==> src/rtl/vram_pixel_writer_if.sv <==
// Draw-command and framebuffer RAM bus for vram_pixel_writer.
// The slave modport is the writer's view; the master modport is the command source plus the RAM.
interface vram_pixel_writer_if;
  logic        cmd_valid;
  logic        cmd_ready;
  logic [7:0]  px_x;
  logic [7:0]  px_y;
  logic [5:0]  px_color;
  logic [15:0] mem_addr;
  logic [15:0] mem_rdata;
  logic [15:0] mem_wdata;
  logic        mem_we;

  modport slave (
    input  cmd_valid, px_x, px_y, px_color, mem_rdata,
    output cmd_ready, mem_addr, mem_wdata, mem_we
  );

  modport master (
    output cmd_valid, px_x, px_y, px_color, mem_rdata,
    input  cmd_ready, mem_addr, mem_wdata, mem_we
  );
endinterface

==> src/rtl/vram_pixel_writer.sv <==
// Packs single-pixel draw commands into two-pixel framebuffer words by read-modify-write.
// Defining VRAM_WRITER_FILL_EN adds a whole-framebuffer fill with a fill_done pulse.
module vram_pixel_writer #(
  parameter int unsigned MEM_WIDTH       = 32,
  parameter int unsigned MEM_HEIGHT      = 24,
  parameter int unsigned MEM_ADDR_OFFSET = 0
) (
  input  logic                  clock,
  input  logic                  clear,
  vram_pixel_writer_if.slave    bus,
  output logic                  busy,
  output logic                  err
`ifdef VRAM_WRITER_FILL_EN
  ,
  input  logic                  fill_start,
  input  logic [5:0]            fill_color,
  output logic                  fill_done
`endif
);

`ifdef VRAM_WRITER_FILL_EN
  localparam int unsigned FILL_WORDS = MEM_WIDTH * MEM_HEIGHT;
`endif

  typedef enum logic [2:0] {
    IDLE,
    RD,
    MG,
    WR
`ifdef VRAM_WRITER_FILL_EN
    ,
    FILL
`endif
  } state_t;

  state_t      state;
  logic        hi_sel;
  logic [5:0]  color_q;
  logic [15:0] word_addr;
  logic        out_of_range;
  logic        accept;
`ifdef VRAM_WRITER_FILL_EN
  logic [31:0] fill_cnt;
  logic [15:0] fill_word;
`endif

  always_comb begin
    word_addr    = 16'(MEM_ADDR_OFFSET + 32'(bus.px_y) * MEM_WIDTH + 32'(bus.px_x >> 1));
    out_of_range = (32'(bus.px_x) >= 2 * MEM_WIDTH) || (32'(bus.px_y) >= MEM_HEIGHT);
  end

`ifdef VRAM_WRITER_FILL_EN
  assign bus.cmd_ready = (state == IDLE) && !clear && !fill_start;
`else
  assign bus.cmd_ready = (state == IDLE) && !clear;
`endif
  assign accept = bus.cmd_valid && bus.cmd_ready;
  assign busy   = (state != IDLE);

  always_ff @(posedge clock) begin
    if (clear) begin
      state         <= IDLE;
      bus.mem_addr  <= 16'(MEM_ADDR_OFFSET);
      bus.mem_wdata <= '0;
      bus.mem_we    <= 1'b0;
      err           <= 1'b0;
      hi_sel        <= 1'b0;
      color_q       <= '0;
`ifdef VRAM_WRITER_FILL_EN
      fill_cnt      <= '0;
      fill_word     <= '0;
      fill_done     <= 1'b0;
`endif
    end else begin
`ifdef VRAM_WRITER_FILL_EN
      fill_done <= 1'b0;
`endif
      case (state)
        IDLE: begin
          bus.mem_we <= 1'b0;
`ifdef VRAM_WRITER_FILL_EN
          if (fill_start) begin
            fill_word     <= {2'b00, fill_color, 2'b00, fill_color};
            bus.mem_wdata <= {2'b00, fill_color, 2'b00, fill_color};
            bus.mem_addr  <= 16'(MEM_ADDR_OFFSET);
            bus.mem_we    <= 1'b1;
            fill_cnt      <= 32'd1;
            state         <= FILL;
          end else
`endif
          if (accept) begin
            // Dropped commands only flag err; mem_addr keeps its last value.
            if (out_of_range) begin
              err <= 1'b1;
            end else begin
              hi_sel       <= ~bus.px_x[0];
              color_q      <= bus.px_color;
              bus.mem_addr <= word_addr;
              state        <= RD;
            end
          end
        end
        RD: state <= MG;
        MG: begin
          bus.mem_wdata <= hi_sel ? {2'b00, color_q, bus.mem_rdata[7:0]}
                                  : {bus.mem_rdata[15:8], 2'b00, color_q};
          bus.mem_we    <= 1'b1;
          state         <= WR;
        end
        WR: begin
          bus.mem_we <= 1'b0;
          state      <= IDLE;
        end
`ifdef VRAM_WRITER_FILL_EN
        FILL: begin
          if (fill_cnt == FILL_WORDS) begin
            bus.mem_we <= 1'b0;
            fill_done  <= 1'b1;
            state      <= IDLE;
          end else begin
            bus.mem_addr  <= bus.mem_addr + 16'd1;
            bus.mem_wdata <= fill_word;
            fill_cnt      <= fill_cnt + 32'd1;
          end
        end
`endif
        default: begin
          bus.mem_we <= 1'b0;
          state      <= IDLE;
        end
      endcase
    end
  end

endmodule

==> src/flat_wrapper.sv <==
// flat-port wrapper written by rule: the top's interface ports become plain ports
module vram_pixel_writer_flat 
#(
  parameter int unsigned MEM_WIDTH       = 32,
  parameter int unsigned MEM_HEIGHT      = 24,
  parameter int unsigned MEM_ADDR_OFFSET = 0
)
  (clock, clear, busy, err, bus_cmd_valid, bus_px_x, bus_px_y, bus_px_color, bus_mem_rdata, bus_cmd_ready, bus_mem_addr, bus_mem_wdata, bus_mem_we);
  vram_pixel_writer_if bus_i ();
  input  logic clock;
  input  logic clear;
  output logic busy;
  output logic err;
  input wire logic [$bits(bus_i.cmd_valid)-1:0] bus_cmd_valid;
  input wire logic [$bits(bus_i.px_x)-1:0] bus_px_x;
  input wire logic [$bits(bus_i.px_y)-1:0] bus_px_y;
  input wire logic [$bits(bus_i.px_color)-1:0] bus_px_color;
  input wire logic [$bits(bus_i.mem_rdata)-1:0] bus_mem_rdata;
  output wire logic [$bits(bus_i.cmd_ready)-1:0] bus_cmd_ready;
  output wire logic [$bits(bus_i.mem_addr)-1:0] bus_mem_addr;
  output wire logic [$bits(bus_i.mem_wdata)-1:0] bus_mem_wdata;
  output wire logic [$bits(bus_i.mem_we)-1:0] bus_mem_we;
  assign bus_i.cmd_valid = bus_cmd_valid;
  assign bus_i.px_x = bus_px_x;
  assign bus_i.px_y = bus_px_y;
  assign bus_i.px_color = bus_px_color;
  assign bus_i.mem_rdata = bus_mem_rdata;
  assign bus_cmd_ready = bus_i.cmd_ready;
  assign bus_mem_addr = bus_i.mem_addr;
  assign bus_mem_wdata = bus_i.mem_wdata;
  assign bus_mem_we = bus_i.mem_we;
  vram_pixel_writer #(.MEM_WIDTH(MEM_WIDTH), .MEM_HEIGHT(MEM_HEIGHT), .MEM_ADDR_OFFSET(MEM_ADDR_OFFSET)) u_core (.clock(clock), .clear(clear), .bus(bus_i), .busy(busy), .err(err));
endmodule
==> config.mk <==
export PLATFORM = sky130hd
export DESIGN_NAME = vram_pixel_writer_flat
export DESIGN_NICKNAME = d
export VERILOG_FILES = /design/src/rtl/vram_pixel_writer_if.sv /design/src/rtl/vram_pixel_writer.sv /design/src/flat_wrapper.sv
export SDC_FILE = /design/constraint.sdc
export NUM_CORES = 1
export LEC_CHECK = 0
export CORE_MARGIN = 3
export CORE_UTILIZATION = 38
export DETAILED_ROUTE_END_ITERATION = 7
export GPL_TIMING_DRIVEN = 1
export PLACE_DENSITY = 0.73
export SKIP_CTS_REPAIR_TIMING = 1
export SLEW_MARGIN = 25
export SYNTH_ARGS = -nofsm -noshare
export SYNTH_HDL_FRONTEND = slang
export SYNTH_SLANG_ARGS = --single-unit
export TNS_END_PERCENT = 20
==> constraint.sdc <==
create_clock -name clock -period 2.1 [get_ports clock]
set_input_delay 0.525 -clock clock [delete_from_list [all_inputs] [get_ports clock]]
set_output_delay 0.525 -clock clock [all_outputs]
set_load 0.02 [all_outputs]
==> results.json <==
{
  "place_hpwl_mm": 3.47,
  "synth_compound_area_share_pct": 22.5,
  "antenna_found_initial": 0,
  "clock_path_buffers": 2,
  "synth_warnings": 0,
  "grt_pass1_vias": 1635,
  "p_leak_nw": 1.05,
  "ys.flop_type": "dfxtp_1",
  "antenna_cells": 0,
  "coreArea_um2": 4500,
  "layout_setup_ws_ns": 0.154,
  "syn_area_um2": 1830,
  "cap_viol_max_count": 0,
  "period_share_pct": 92.6,
  "final_cell_mix": "clkdlybuf4s50_1 (72), dfxtp_1 (41), buf_4 (18)",
  "p_int_w": 0.00124,
  "skew_ns": 0.00516,
  "dr.pass1.iters": 4,
  "power.net_switching_w": 0.000500,
  "drc_errors": 0,
  "worstSetupPathType": "reg2out",
  "die_area_um2": 5680,
  "fin_tns_setup_ns": 0,
  "die_x_um": 75.4,
  "cts_sinks": 41,
  "final_nets": 327,
  "grt_util_all_layers_pct": 17.2,
  "synthAdderAreaFrac_pct": 4.51,
  "layout_min_cycle_time_ns": 1.95,
  "synthMuxAreaShare_pct": 7.66,
  "synth.distinct_cells": 36,
  "vias_per_cell": 5.24,
  "p_per_area_nw_per_um2": 624,
  "ant_nets": 0,
  "worst_ep_arrival_time_ns": 1.42,
  "h-tree-depth": 2,
  "hold_class": "reg2reg",
  "grt_pass1_wl_mm": 7.51,
  "wl_mm": 4.66,
  "tritoncts": "done",
  "crit_required_ns": 1.57,
  "synth-seq-cells": 41,
  "floorplan.io_pins": 77,
  "via_count": 1746,
  "synth.avg_cell_area_um2": 9.38,
  "final_hold_viol_count": 0,
  "grt_remaining_overflow": 0,
  "p_clk_share_pct": 28.7,
  "path_clk_slew_ns": 0.08,
  "synth_enable_flop_cells": 0,
  "ys_seq_area_share_pct": 44.9,
  "cts_buffers": 5,
  "areaGrowthSynthToFinish_pct": 52.5,
  "combinationalPowerShare_pct": 24.2,
  "start_util_pct": 40.6,
  "grt_max_degree": 22,
  "die_h_um": 75.4,
  "synth_simple_gate_area_share_pct": 12.9,
  "synth_xor_area_share_pct": 0.958,
  "drv_slew": 0,
  "port_buffers": 74,
  "max_freq_ghz": 0.514,
  "cp_max_fo": 5,
  "end_kind": "primary output",
  "worstSkewPairLatency_ns": 0.29,
  "outcome": "completed",
  "syn_inst": 195,
  "drive_gt1_share_pct": 10.7,
  "netSwitchingFraction_pct": 28.7,
  "start_kind": "register",
  "synth_top_family_by_area": "compound AO/OA/AOI/OAI gates",
  "final_common_cell": "clkdlybuf4s50_1",
  "dp_slack_ns": -0.213,
  "async_flop_share_pct": 0,
  "place_congestion": 0.748,
  "setup-violations-final": 0,
  "power_frac_seq_pct": 47.1,
  "cts-root-buf": "clkbuf_8",
  "vdd_drop_max_uv": 342,
  "dr.first_iter.drc_count": 85,
  "drt-wirelength-per-cell_um": 14.0,
  "rsz0062_at_grt": "false",
  "rows": 24
}
==> power by group through the flow <==
stage	registers, W	logic [W]	clock network (W)
finish	0.000821	0.000422	0.000500
global placement	0.000838	0.000424	0
floorplan	0.000859	0.000190	0
global route	0.000825	0.000468	0.000554
detailed placement	0.000840	0.000426	0
CTS	0.000821	0.000429	0.000525
==> Yosys cell counts (all sizes together), types with 7 or more instances <==
library cell / instances / area [µm²]
a211oi: 16 / 125
a21oi: 7 / 35.0
buf: 8 / 48.8
clkbuf: 7 / 26.3
dfxtp: 41 / 821
inv: 10 / 37.5
mux2i: 14 / 140
nand2: 10 / 37.5
nor2: 16 / 60.1
o21ai: 15 / 75.1
o311ai: 15 / 131
==> registers in the layout (all words and copies together), names as in the netlist <==
name and count:
u_core.hi_sel 1, u_core.bus.mem_we 1, u_core.state 2, u_core.color_q 6, u_core.bus.mem_addr 14, u_core.err 1
u_core.bus.mem_wdata 16
==> final timing paths <==
kind | start | endpoint | slack, ns | depth (start not counted)
max | u_core.state[0]$_SDFFE_PP0P_ | bus_cmd_ready | 0.15 | 4
min reg2reg | u_core.err$_SDFFE_PP0P_ | u_core.err$_SDFFE_PP0P_ | 0.47 | 1
min | u_core.err$_SDFFE_PP0P_ | u_core.err$_SDFFE_PP0P_ | 0.47 | 1
max reg2reg | u_core.state[0]$_SDFFE_PP0P_ | u_core.bus.mem_addr[2]$_SDFFE_PP0P_ | 0.51 | 7
==> critical path, cell delays in order (launching register included) <==
cell and delay [ns]:
dfxtp_1 0.34, inv_1 0.08, ha_1 0.25, nor2b_1 0.22, dlymetal6s2s_1 0.25
==> cell families (layout without fill, tap and decap cells) <==
logic type / count (synthesis) / after routing
AOI/OAI and AO/OA: 59 / 59
and+or+nand+nor: 46 / 46
DFF: 41 / 41
buffers and inverters: 26 / 111
muxes: 14 / 14
adders and majority gates: 6 / 6
xor gates and xnor gates: 2 / 2
other: 1 / 2
==> per-layer routing <==
layer	track usage, %	vias to the layer above	routed length (µm)
met4	4.08	0	46
li1	-	879	-
met2	27.4	64	2050
met3	6.46	6	414
met1	22.2	797	2150
met5	0	-	0
==> area by class of cell <==
type                            count  area [µm²]
Fill cell                         419        1710
Tap cell                           52        65.1
Clock inverter                      3        17.5
Clock buffer                        5        68.8
Multi-Input combinational cell    129         896
Inverter                           11        41.3
Timing Repair Buffer               92         881
Sequential cell                    41         821
==> stage by stage <==
stage	cells	hold WS, ns	util (%)	power (W)	instance area [µm²]
floorplan	196	0.455	-	0.00105	1830
global placement	325	0.449	59.9	0.00126	2700
detailed placement	325	0.454	59.9	0.00127	2700
CTS	333	0.470	61.8	0.00178	2790
global route	333	0.499	61.9	0.00185	2790
finish	333	0.468	61.9	0.00174	2790
(Power assumes the default switching activity.)
